**src/rtl/led_panel_pkg.sv**
```systemverilog
// led_panel_pkg
//   Shared geometry constants, FSM state encoding and the stripe colour
//   helper for the HUB75 LED panel driver.
//   Panel: 32 columns x 16 rows, 1/8 scan (two halves shifted in parallel).
package led_panel_pkg;

  localparam int COLS         = 32;
  localparam int ROWS         = 16;
  localparam int SCAN_ROWS    = 8;
  localparam int SHIFT_CYCLES = 64;  // two clk cycles per column

  typedef enum logic [1:0] {
    SHIFT   = 2'd0,
    BLANK   = 2'd1,
    LATCH   = 2'd2,
    DISPLAY = 2'd3
  } state_t;

  // Diagonal stripe colour index: (x + y + phase) mod 8, bits map to {R,G,B}.
  function automatic logic [2:0] stripe_value(
    input logic [4:0] x,
    input logic [3:0] y,
    input logic [2:0] phase
  );
    stripe_value = 3'(x + 5'(y) + 5'(phase));
  endfunction

endpackage

```
**src/rtl/led_panel_pattern.sv**
```systemverilog
// led_panel_pattern
//   Combinational test-pattern generator for one panel pixel.
//   Ports:
//     x     in  5  column 0-31
//     y     in  4  panel row 0-15
//     phase in  3  animation phase
//     rgb   out 3  {R,G,B}
module led_panel_pattern
  import led_panel_pkg::*;
(
  input  logic [4:0] x,
  input  logic [3:0] y,
  input  logic [2:0] phase,
  output logic [2:0] rgb
);

  assign rgb = stripe_value(x, y, phase);

endmodule

```
**src/rtl/led_panel.sv**
```systemverilog
// led_panel
//   Self-contained HUB75 driver for a 32x16, 1/8 scan, 1-bit-per-channel
//   panel showing an animated diagonal stripe pattern.
//   Row sequence: SHIFT (64) -> BLANK (1) -> LATCH (1) -> DISPLAY (ON_TIME).
//   Optional build macro LED_PANEL_OVERLAP_EN: keep the previously latched
//   row lit while the next row shifts in (after the first latch).
//   Ports:
//     clk       in  1  system clock, rising edge
//     reset     in  1  synchronous, active-high
//     led_rgb1  out 3  {R,G,B} upper half (rows 0-7)
//     led_rgb2  out 3  {R,G,B} lower half (rows 8-15)
//     led_abc   out 3  row-pair address {C,B,A}
//     led_clk   out 1  panel shift clock
//     led_latch out 1  latch strobe, active high
//     led_oe    out 1  output enable, active low
module led_panel
  import led_panel_pkg::*;
#(
  parameter int UPDATE_CLK = 5000000,
  parameter int ON_TIME    = 256
) (
  input  logic       clk,
  input  logic       reset,
  output logic [2:0] led_rgb1,
  output logic [2:0] led_rgb2,
  output logic [2:0] led_abc,
  output logic       led_clk,
  output logic       led_latch,
  output logic       led_oe
);

  localparam int CNT_MAX = (ON_TIME > SHIFT_CYCLES) ? ON_TIME : SHIFT_CYCLES;
  localparam int CNT_W   = $clog2(CNT_MAX);
  localparam int UPD_W   = (UPDATE_CLK > 1) ? $clog2(UPDATE_CLK) : 1;

  localparam logic [CNT_W-1:0] SHIFT_LAST = CNT_W'(SHIFT_CYCLES - 1);
  localparam logic [CNT_W-1:0] ON_LAST    = CNT_W'(ON_TIME - 1);
  localparam logic [UPD_W-1:0] UPD_LAST   = UPD_W'(UPDATE_CLK - 1);

  state_t            state_r, state_s;
  logic [CNT_W-1:0]  cnt_r, cnt_s;
  logic [2:0]        row_r, row_s;
  logic [2:0]        phase_r, phase_s;
  logic [UPD_W-1:0]  upd_cnt_r;
  logic              pending_r, pending_s;
  logic              upd_wrap_s;
  logic              frame_end_s;
  logic [4:0]        col_s;
  logic [2:0]        rgb_top_s, rgb_bot_s;
  logic              shift_oe_s;

  // Columns go out 31 down to 0; each column spans two cycles.
  assign col_s      = ~cnt_r[5:1];
  assign upd_wrap_s = (upd_cnt_r == UPD_LAST);

  led_panel_pattern u_pat_top (
    .x     (col_s),
    .y     ({1'b0, row_r}),
    .phase (phase_r),
    .rgb   (rgb_top_s)
  );

  led_panel_pattern u_pat_bot (
    .x     (col_s),
    .y     ({1'b1, row_r}),
    .phase (phase_r),
    .rgb   (rgb_bot_s)
  );

`ifdef LED_PANEL_OVERLAP_EN
  logic lit_r;

  // Remembers that a row has been latched, so shifting may keep it lit.
  always_ff @(posedge clk) begin
    if (reset) begin
      lit_r <= 1'b0;
    end else if (state_r == LATCH) begin
      lit_r <= 1'b1;
    end else begin
      lit_r <= lit_r;
    end
  end

  assign shift_oe_s = ~lit_r;
`else
  assign shift_oe_s = 1'b1;
`endif

  // Next-state, cycle counter, row and phase advance.
  always_comb begin
    state_s     = state_r;
    cnt_s       = cnt_r + CNT_W'(1);
    row_s       = row_r;
    phase_s     = phase_r;
    frame_end_s = 1'b0;
    case (state_r)
      SHIFT: begin
        if (cnt_r == SHIFT_LAST) begin
          state_s = BLANK;
          cnt_s   = '0;
        end else begin
          state_s = SHIFT;
        end
      end
      BLANK: begin
        state_s = LATCH;
        cnt_s   = '0;
      end
      LATCH: begin
        state_s = DISPLAY;
        cnt_s   = '0;
      end
      DISPLAY: begin
        if (cnt_r == ON_LAST) begin
          state_s     = SHIFT;
          cnt_s       = '0;
          row_s       = row_r + 3'd1;
          frame_end_s = (row_r == 3'd7);
        end else begin
          state_s = DISPLAY;
        end
      end
      default: begin
        state_s = SHIFT;
        cnt_s   = '0;
      end
    endcase
    // Phase only moves between frames so a frame is never torn.
    if (frame_end_s && pending_r) begin
      phase_s = phase_r + 3'd1;
    end else begin
      phase_s = phase_r;
    end
    pending_s = (pending_r & ~frame_end_s) | upd_wrap_s;
  end

  // FSM, counters and animation state registers.
  always_ff @(posedge clk) begin
    if (reset) begin
      state_r   <= SHIFT;
      cnt_r     <= '0;
      row_r     <= 3'd0;
      phase_r   <= 3'd0;
      pending_r <= 1'b0;
      upd_cnt_r <= '0;
    end else begin
      state_r   <= state_s;
      cnt_r     <= cnt_s;
      row_r     <= row_s;
      phase_r   <= phase_s;
      pending_r <= pending_s;
      upd_cnt_r <= upd_wrap_s ? '0 : upd_cnt_r + UPD_W'(1);
    end
  end

  // Registered panel outputs derived from the current state and count.
  always_ff @(posedge clk) begin
    if (reset) begin
      led_rgb1  <= 3'd0;
      led_rgb2  <= 3'd0;
      led_abc   <= 3'd0;
      led_clk   <= 1'b0;
      led_latch <= 1'b0;
      led_oe    <= 1'b1;
    end else begin
      led_clk   <= 1'b0;
      led_latch <= 1'b0;
      led_oe    <= 1'b1;
      case (state_r)
        SHIFT: begin
          led_clk <= cnt_r[0];
          led_oe  <= shift_oe_s;
          // New data on the low half of each step, held while clk is high.
          if (!cnt_r[0]) begin
            led_rgb1 <= rgb_top_s;
            led_rgb2 <= rgb_bot_s;
          end else begin
            led_rgb1 <= led_rgb1;
            led_rgb2 <= led_rgb2;
          end
        end
        BLANK:   led_abc   <= row_r;
        LATCH:   led_latch <= 1'b1;
        DISPLAY: led_oe    <= 1'b0;
        default: led_oe    <= 1'b1;
      endcase
    end
  end

endmodule

```
**config.mk**
```make
export PLATFORM = sky130hd
export DESIGN_NAME = led_panel
export DESIGN_NICKNAME = d
export VERILOG_FILES = /design/src/rtl/led_panel_pkg.sv /design/src/rtl/led_panel_pattern.sv /design/src/rtl/led_panel.sv
export SDC_FILE = /design/constraint.sdc
export NUM_CORES = 1
export LEC_CHECK = 0
export BUFFER_PORTS_ARGS = -buffer_cell sky130_fd_sc_hd__buf_2
export CORE_MARGIN = 1.5
export CORE_UTILIZATION = 50
export CTS_BUF_LIST = sky130_fd_sc_hd__clkbuf_8 sky130_fd_sc_hd__clkbuf_16
export CTS_CLUSTER_DIAMETER = 40
export CTS_CLUSTER_SIZE = 16
export DETAILED_ROUTE_END_ITERATION = 16
export PLACE_DENSITY = 0.68
export SYNTH_ARGS = -nofsm -noshare
export SYNTH_HDL_FRONTEND = slang
export SYNTH_SLANG_ARGS = --single-unit
export TNS_END_PERCENT = 5
```
**constraint.sdc**
```tcl
create_clock -name clk -period 2.4 [get_ports clk]
set_input_delay 0.36 -clock clk [delete_from_list [all_inputs] [get_ports clk]]
set_output_delay 0.36 -clock clk [all_outputs]
set_load 0.01 [all_outputs]
```
* Yosys cells after proc, flatten, opt, wreduce, memory -nomap -nowiden
Cells that the tools add are included.
Operators by class: add/subtract/negate cells 8, multipliers 0, divide/modulo/power cells 0, magnitude comparators 0, equality and inequality tests 7, shift operators 0, multiplexer cells 10, bitwise logic cells 6, reduce and logical (&&, ||, !) cells 7
Operator list (number):
- $pmux 8 s3 | 1
- $add 23x1->23 const B | 1
- $eq 23x23->1 const B | 1
- $mux 8 | 2
- $add 3x3->3 | 4
- $add 8x1->8 const B | 1
- $eq 8x6->1 const B | 1
- $eq 8x8->1 const B | 1
- $pmux 2 s4 | 1
- $add 3x1->3 const B | 2
- $reduce_or 2->1 | 3
- $mux 1 | 5
- $eq 2x2->1 const B | 2
- $reduce_and 2->1 | 2
- $eq 3x3->1 const B | 1
- $not 1->1 | 3
- $not 3->3 | 1
- $eq 2x1->1 const B | 1
- $logic_not 2->1 | 1
- $mux 2 | 1
- $and 1x1->1 | 1
- $logic_and 1x1->1 | 1
- $or 1x1->1 | 1
Word-level totals: register bits after elaboration 52, latch bits 0, bits in writable memories 0, memory bits (read-only) 0, input bits 2, logic and storage cells 50, memories 0

* Longest topological paths before layout
Gate-level depths: netlist of the first run.
depth in word-level cells 6, mapped depth 6, depth with buffers taken out 6

* By module
From an unflattened synthesis of the first run, not the netlist that was laid out.
Unflattened totals: cell total of the unflattened synthesis 262, area, all modules 2454.9 um2
By module, submodules not included:
- led_panel | times used 1, cells each 240, area an instance 2232.1 um2
- led_panel_pattern | times used 2, cells each 11, area an instance 111.4 um2

* Worst setup path before layout of the first run
OpenSTA, ideal clock, no wires.
path kind reg-to-reg, start reg upd_cnt_r[0], end reg upd_cnt_r[20], data arrival time 1.685 ns, path slack 0.644 ns, cell stages (with the launch flop) 7, path through dfxtp_1 > ha_1 > nand3_2 > or2_1 > buf_6 > or4_1 > a21oi_1
On the way: word-level cells in the longest chain between the ends 2
Ends and longest elaborated chain:
- start: declaration | line led_panel.sv:44 | logic [UPD_W-1:0] upd_cnt_r;
- start signal: assignment | line led_panel.sv:152 | upd_cnt_r <= upd_wrap_s ? '0 : upd_cnt_r + UPD_W'(1);
- branches (longest 2 deep; another with $add 23x1->23)
Several ways; the timed one is not identified. A chain may end at the register's enable or synchronous reset.

* Final worst setup path of the first run
start reg cnt_r[0], end reg phase_r[1]
On the way: word-level cells in the longest chain between the ends 4
Ends and longest elaborated chain:
- start: declaration | line led_panel.sv:41 | logic [CNT_W-1:0] cnt_r, cnt_s;
- start signal: assignment | line led_panel.sv:148 | cnt_r <= cnt_s;
- $eq 8x8->1 | line led_panel.sv:114 | if (cnt_r == ON_LAST) begin
- $mux 1 | line led_panel.sv:114
- $mux 1 | line led_panel.sv:96 | case (state_r)
- $logic_and 1x1->1 | line led_panel.sv:129 | if (frame_end_s && pending_r) begin
- end signal: assignment | line led_panel.sv:150 | phase_r <= phase_s;
- end: declaration | line led_panel.sv:43 | logic [2:0] phase_r, phase_s;
Every way passes these cells.

==> impl_metrics.csv, run 1 <==
group,metric,value,unit
sta,tns,0,ns
layout,drive_gt1_share,10.5,%
worst_hold_path,hp-start,"reset",
global_routing,grt_overflow,0,
clock_network,cts_max_level,2,
place,gp_congestion,0.778,
synthesis,synthDistinctLibCells,38,
worst_hold_path,hold_end,"led_abc[1]$_SDFFE_PP0N_",
synthesis,muxShareOfSynthArea,3.63,%
synthesis,synthAdderAreaFrac,5.22,%
clock_network,cts_buffer_depth,2,
pwr,totalPowerFinal,1450,uW
synthesis,ys_seq_area_share,44.5,%
global_routing,grt_pass1_vias,1533,
detailed_routing,drcViolationCount,0,
synthesis,synthXorXnorAreaFrac,9.53,%
sta,period_minus_slack,1.89,ns
sta,setup_viol,0,
synthesis,synth_top_family_by_area,"simple AND/OR/NAND/NOR gates",
detailed_routing,drt-total-wl,3.88,mm
synthesis,syn_area,2210,sq um
clock_network,ctsResizeCount,0,
sta,slew_headroom,56.9,%
sta,period_share,78.8,%
place,io_buffer_count,13,
floorplan,core,4120,sq um
pwr,power.leakage,0.000842,uW
worst_hold_path,hold_path.class,"in2reg",
global_routing,use_met3,3.92,%
clock_network,post_cts_buffers,0,
floorplan,num_rows,23,
clock_network,path_clk_slew,0.09,ns
detailed_routing,dr.first_iter.drc_count,61,
clock_network,cts_num_sinks,49,
floorplan,die_w,69.4,microns
critical_path,crit_path_start_kind,"flop",
synthesis,avgSynthCellArea,9.08,sq um
global_routing,grt.total_usage,16.9,%
place,placed_area,2290,sq um
global_routing,busiest_layer,"met2",
global_routing,grtUsageMet2,28.4,%
job,cap_violations,0,
global_routing,gr-usage-met1,21.3,%
synthesis,ys_async_sr_fraction,0,%
detailed_routing,via_per_inst,5.48,
detailed_routing,dr.pass1.iters,4,
floorplan,initial_core_util,53.6,%
critical_path,critPathKind,"reg2reg",
layout,final_area,2380,sq um
worst_hold_path,holdPathStages,2,
pwr,power_switching_share,24.7,%
global_routing,antenna_found_initial,0,
layout,area_delta_synth_final,7.94,%
status,status,"finished, final reports clean",
critical_path,crit_path_end_kind,"flop",
sta,final_max_slew_viol_count,0,
global_routing,grt_max_degree,22,
sta,fin_worst_skew,0.00562,ns
critical_path,worstPathArrival,2.07,ns
floorplan,ios,14,
clock_network,clk_latency,0.30,ns
synthesis,synth_edf_count,0,
pwr,power_switching,357,uW
detailed_routing,via_count,1677,
synthesis,synth_compound_area_share,8.56,%
critical_path,rrSetupSlack,0.51,ns
clock_network,cts_root_buf,"clkbuf_8",
global_routing,grt_pass1_wl,6.67,mm
clock_network,cts_buffers,5,
synthesis,yosysWarnings,0,
synthesis,ys.flop_type,"dfxtp_1",
synthesis,yosys_register_bits,49,
floorplan,fp.dieH,69.4,microns
critical_path,r2r-start,"cnt_r[0]$_SDFF_PP0_",
layout,fin_nets,265,
critical_path,r2r-end,"phase_r[1]$_SDFFE_PP0P_",
pwr,intPower,1090,uW
sta,hold_viol_final,0,
pwr,power_frac_seq,59.6,%
sta,hold_ws,0.458,ns
pwr,ir_worst_vdd,0.000315,V
sta,fmax,529,MHz
detailed_routing,wl_per_cell,12.7,microns
critical_path,worstRegToRegCells,5,
critical_path,critPathRequiredTime,2.58,ns
clock_network,cts_tree,"built",
clock_network,cts_hold_buf,0,
sta,worst_pin_slew,0.641,ns
synthesis,synthSimpleGateAreaFrac,24.6,%
synthesis,syn_inst,243,
floorplan,die_area,4820,sq um
critical_path,path_max_fanout,6,
synthesis,syn_nets,253,
place,hpwl,2.78,mm
sta,rsz0062_at_grt,"no",
pwr,p_per_area,608,nW/um^2
pwr,combinationalPowerShare,7.9,%
pwr,p_clk_share,32.5,%
detailed_routing,ant_nets,0,
layout,diodes,0,
[synth_stat cells (3+ instances only)]
| master | n | area, sq um |
|---|---|---|
| a21oi_1 | 12 | 60.1 |
| nand4_1 | 10 | 62.6 |
| and3_1 | 3 | 18.8 |
| o31ai_1 | 7 | 52.6 |
| nor4_1 | 4 | 25.0 |
| ha_1 | 6 | 75.1 |
| or4_1 | 7 | 52.6 |
| nand3_1 | 6 | 30.0 |
| xnor2_1 | 20 | 175 |
| inv_1 | 7 | 26.3 |
| xor2_1 | 4 | 35.0 |
| nand2_1 | 14 | 52.6 |
| dfxtp_1 | 49 | 981 |
| nor3_1 | 9 | 45.0 |
| nor4b_1 | 3 | 26.3 |
| clkbuf_1 | 6 | 22.5 |
| mux2i_1 | 8 | 80.1 |
| o21ai_0 | 4 | 20.0 |
| buf_4 | 3 | 22.5 |
| nor2_1 | 38 | 143 |
[power groups by stage]
| stage | registers [uW] | clock network (uW) | logic (uW) |
|---|---|---|---|
| final | 864 | 470 | 114 |
| after global routing | 868 | 523 | 127 |
| after detailed placement | 883 | 0 | 116 |
| after global placement | 882 | 0 | 116 |
| after CTS | 864 | 494 | 117 |
| after floorplan | 881 | 0 | 90.8 |
[per-layer routing]
layer  vias up  share of wire [%]
met5         -                  0
met4         0                1.1
met3         6                2.7
met2        23                 49
met1       775                 47
li1        873                  -
[critical path, stage by stage (launching register included)]
cell     delay, ns
dfxtp_1       0.42
ha_1          0.26
nand4_1       0.22
nor4_1        0.56
mux2i_1       0.26
nor2_1        0.05
[cells in the final DEF (no fill, tap or decap), drive strengths merged, types with 3 or more instances in the layout]
cell type / instances
nand4: 10
nor4: 4
nand3: 8
inv: 9
ha: 6
clkbuf: 5
nor4b: 3
a21oi: 12
buf: 16
nor3: 9
dfxtp: 49
and3: 3
or2: 3
o31ai: 7
mux2i: 8
nor2: 38
xnor2: 20
or3: 3
xor2: 4
nand2: 14
o21ai: 4
or4: 7
[cells by family after synthesis]
| logic type | count (synthesis) |
|---|---|
| AO/OA/AOI/OAI | 30 |
| XOR/XNOR | 24 |
| adder cells (fa/ha/maj) | 8 |
| buffers and inverters | 18 |
| flip-flops | 49 |
| multiplexers | 8 |
| AND/OR/NAND/NOR | 106 |
[through the flow]
stage	utilization [%]	cells	worst slack (ns)
6_report	57.9	306	0.509
5_1_grt	57.9	306	0.320
4_1_cts	57.9	306	0.500
3_5_place_dp	55.8	298	0.529
3_3_place_gp	55.8	298	0.579
2_1_floorplan	-	243	0.644
[sequential cells by signal, summed over array words and instances (netlist names)]
name / cells
led_clk: 1
pending_r: 1
led_abc: 3
led_rgb2: 3
state_r: 2
led_latch: 1
row_r: 3
cnt_r: 8
led_oe: 1
upd_cnt_r: 23
phase_r: 3
[worst max-delay path by stage]
stage / start / to / slack (ns) / cells after the start
after floorplan: upd_cnt_r[0]$_SDFF_PP0_ / upd_cnt_r[20]$_SDFF_PP0_ / 0.64 / 6
after global placement: upd_cnt_r[0]$_SDFF_PP0_ / upd_cnt_r[22]$_SDFF_PP0_ / 0.58 / 5
after detailed placement: upd_cnt_r[0]$_SDFF_PP0_ / upd_cnt_r[22]$_SDFF_PP0_ / 0.53 / 5
after CTS: cnt_r[0]$_SDFF_PP0_ / phase_r[1]$_SDFFE_PP0P_ / 0.50 / 5
after global routing: cnt_r[0]$_SDFF_PP0_ / phase_r[1]$_SDFFE_PP0P_ / 0.32 / 5
final: cnt_r[0]$_SDFF_PP0_ / phase_r[1]$_SDFFE_PP0P_ / 0.51 / 5
[area by class of cell]
class,count,area (sq um)
Fill cell,402,1730
Multi-Input combinational cell,176,1140
Sequential cell,49,981
Timing Repair Buffer,16,87.6
Clock buffer,5,68.8
Tap cell,50,62.6
Inverter,7,26.3
Clock inverter,3,17.5
Note: power is estimated with default switching activity, not from simulation.
==> inputs of run 2 (changes only) <==
Clock period 2.4 ns to 1.9 ns, I/O delays scaled along.
==> impl_metrics.csv, run 2 (synthesis gave the netlist of run 1 again) <==
group,metric,value,unit
floorplan,num_rows,23,
status,status,"finished, final reports clean",
clock_network,cts_buffers,5,
global_routing,grt_pass1_wl,7.18,mm
layout,multi_input_area,1140,sq um
layout,final_area,2480,sq um
clock_network,cts_root_buf,"clkbuf_8",
job,cap_violations,0,
global_routing,grt_max_degree,22,
sta,period_share,91.3,%
critical_path,crit_path_start_kind,"flop",
detailed_routing,via_count,1727,
layout,layout_common_cells,"dfxtp_1, nor2_1, xnor2_1, nand2_1, buf_2",
critical_path,cp_slowest_cell,"or4_1",
critical_path,crit_chain,"ha_1 -> nand3_2 -> or2_4 -> or4_1 -> a21oi_1",
detailed_routing,ant_nets,0,
place,io_buffer_count,13,
sta,period_minus_slack,1.74,ns
sta,slew_headroom,62.7,%
critical_path,path_max_fanout,11,
sta,fin_worst_skew,0.00997,ns
layout,largest_register,"upd_cnt_r",
place,hpwl,2.91,mm
detailed_routing,drcViolationCount,0,
clock_network,clk_latency,0.30,ns
layout,n_fill_cell,403,
sta,final_max_slew_viol_count,0,
clock_network,cts_num_sinks,49,
sta,hold_viol_final,0,
layout,largest_reg_flops,23,
clock_network,path_clk_slew,0.09,ns
floorplan,die_w,69.4,microns
layout,area_delta_synth_final,12.4,%
floorplan,ios,14,
layout,largestRegisters,"upd_cnt_r x23, cnt_r x8",
critical_path,max_stage_delay,0.51,ns
clock_network,cts_hold_buf,0,
sta,tns,0,ns
sta,fmax,576,MHz
clock_network,cts_max_level,2,
detailed_routing,dr.first_iter.drc_count,54,
layout,drive_gt1_share,14.4,%
pwr,ir_worst_vdd,0.000391,V
clock_network,cts_buffer_depth,2,
worst_hold_path,hold_path.class,"in2reg",
detailed_routing,dr.pass1.iters,4,
layout,regArea,981,sq um
sta,worst_pin_slew,0.555,ns
sta,setup_viol,0,
critical_path,worstPathArrival,1.96,ns
floorplan,initial_core_util,53.6,%
floorplan,core,4120,sq um
layout,stdcell_count,314,
critical_path,critPathRequiredTime,2.13,ns
clock_network,cts_tree,"built",
detailed_routing,wl_per_cell,13.0,microns
global_routing,grt.total_usage,18.2,%
critical_path,crit_path_end_kind,"flop",
pwr,power.leakage,0.000893,uW
global_routing,grt_pass1_vias,1660,
layout,fin_nets,273,
pwr,p_per_area,813,nW/um^2
critical_path,critPathKind,"reg2reg",
floorplan,fp.dieH,69.4,microns
place,placed_area,2350,sq um
detailed_routing,drt-total-wl,4.08,mm
floorplan,die_area,4820,sq um
detailed_routing,via_per_inst,5.50,
layout,diodes,0,
pwr,totalPowerFinal,2020,uW
global_routing,antenna_found_initial,0,
layout,final_common_cell,"dfxtp_1",
place,dp.cells,306,
place,gp_congestion,0.776,
global_routing,grt_overflow,0,
sta,rsz0062_at_grt,"no",
[run 2: changes by cell type in the layout (fill, tap and decap cells not counted), sizes merged]
cell,previous run,this run
clkinvlp,0,1
bufinv,0,1
inv,9,7
clkbuf,5,6
clkinv,1,0
buf,16,24
[run 2: final timing paths]
kind / start / end / slack [ns] / cells past startpoint
hold / removal: reset / phase_r[1]$_SDFFE_PP0P_ / 0.38 / 2
setup reg to reg: upd_cnt_r[0]$_SDFF_PP0_ / upd_cnt_r[22]$_SDFF_PP0_ / 0.16 / 5
hold reg to reg: upd_cnt_r[22]$_SDFF_PP0_ / upd_cnt_r[22]$_SDFF_PP0_ / 0.48 / 2
setup / recovery: upd_cnt_r[0]$_SDFF_PP0_ / upd_cnt_r[22]$_SDFF_PP0_ / 0.16 / 5
[run 2: final cells by class]
type / count / share of cell area, %
Clock inverter: 2 / 1.51
Inverter: 7 / 1.06
Sequential cell: 49 / 39.6
Timing Repair Buffer: 24 / 5.95
Tap cell: 50 / 2.52
Multi-Input combinational cell: 176 / 46.1
Clock buffer: 6 / 3.33
[run 2: metrics by stage]
stage / utilization (%) / hold slack (ns) / worst slack, ns
after floorplan: - / 0.441 / 0.144
after global placement: 57.2 / 0.459 / 0.157
after detailed placement: 57.2 / 0.472 / 0.0820
after CTS: 60.1 / 0.383 / 0.0747
after global routing: 60.3 / 0.397 / 0.0307
final: 60.3 / 0.384 / 0.165
[run 2: what timing repair did]
action / in CTS / in global routing
buffers inserted: 0 / 0
setup endpoints to repair: 0 / 4
resized for setup: 0 / 3
[run 2: report_power, final]
group / leakage, uW / internal (uW) / switching [uW]
sequential: 0.000397 / 1060 / 30.4
clock: 0.0000574 / 428 / 342
combinational: 0.000439 / 68.2 / 88.7
total: 0.000893 / 1560 / 462
[run 2: critical path: cells and delay by family, from the launching register on]
| family | cells | cell delay (ns) |
|---|---|---|
| flops | 1 | 0.40 |
| simple gates | 3 | 0.91 |
| compound gates | 1 | 0.15 |
| fa+ha+maj | 1 | 0.22 |
[run 2: layer usage]
metal,wire [microns],GRT usage [%]
met1,1980,22.3
met2,1940,31.4
met3,121,4.51
met4,36,5.88
met5,0,0
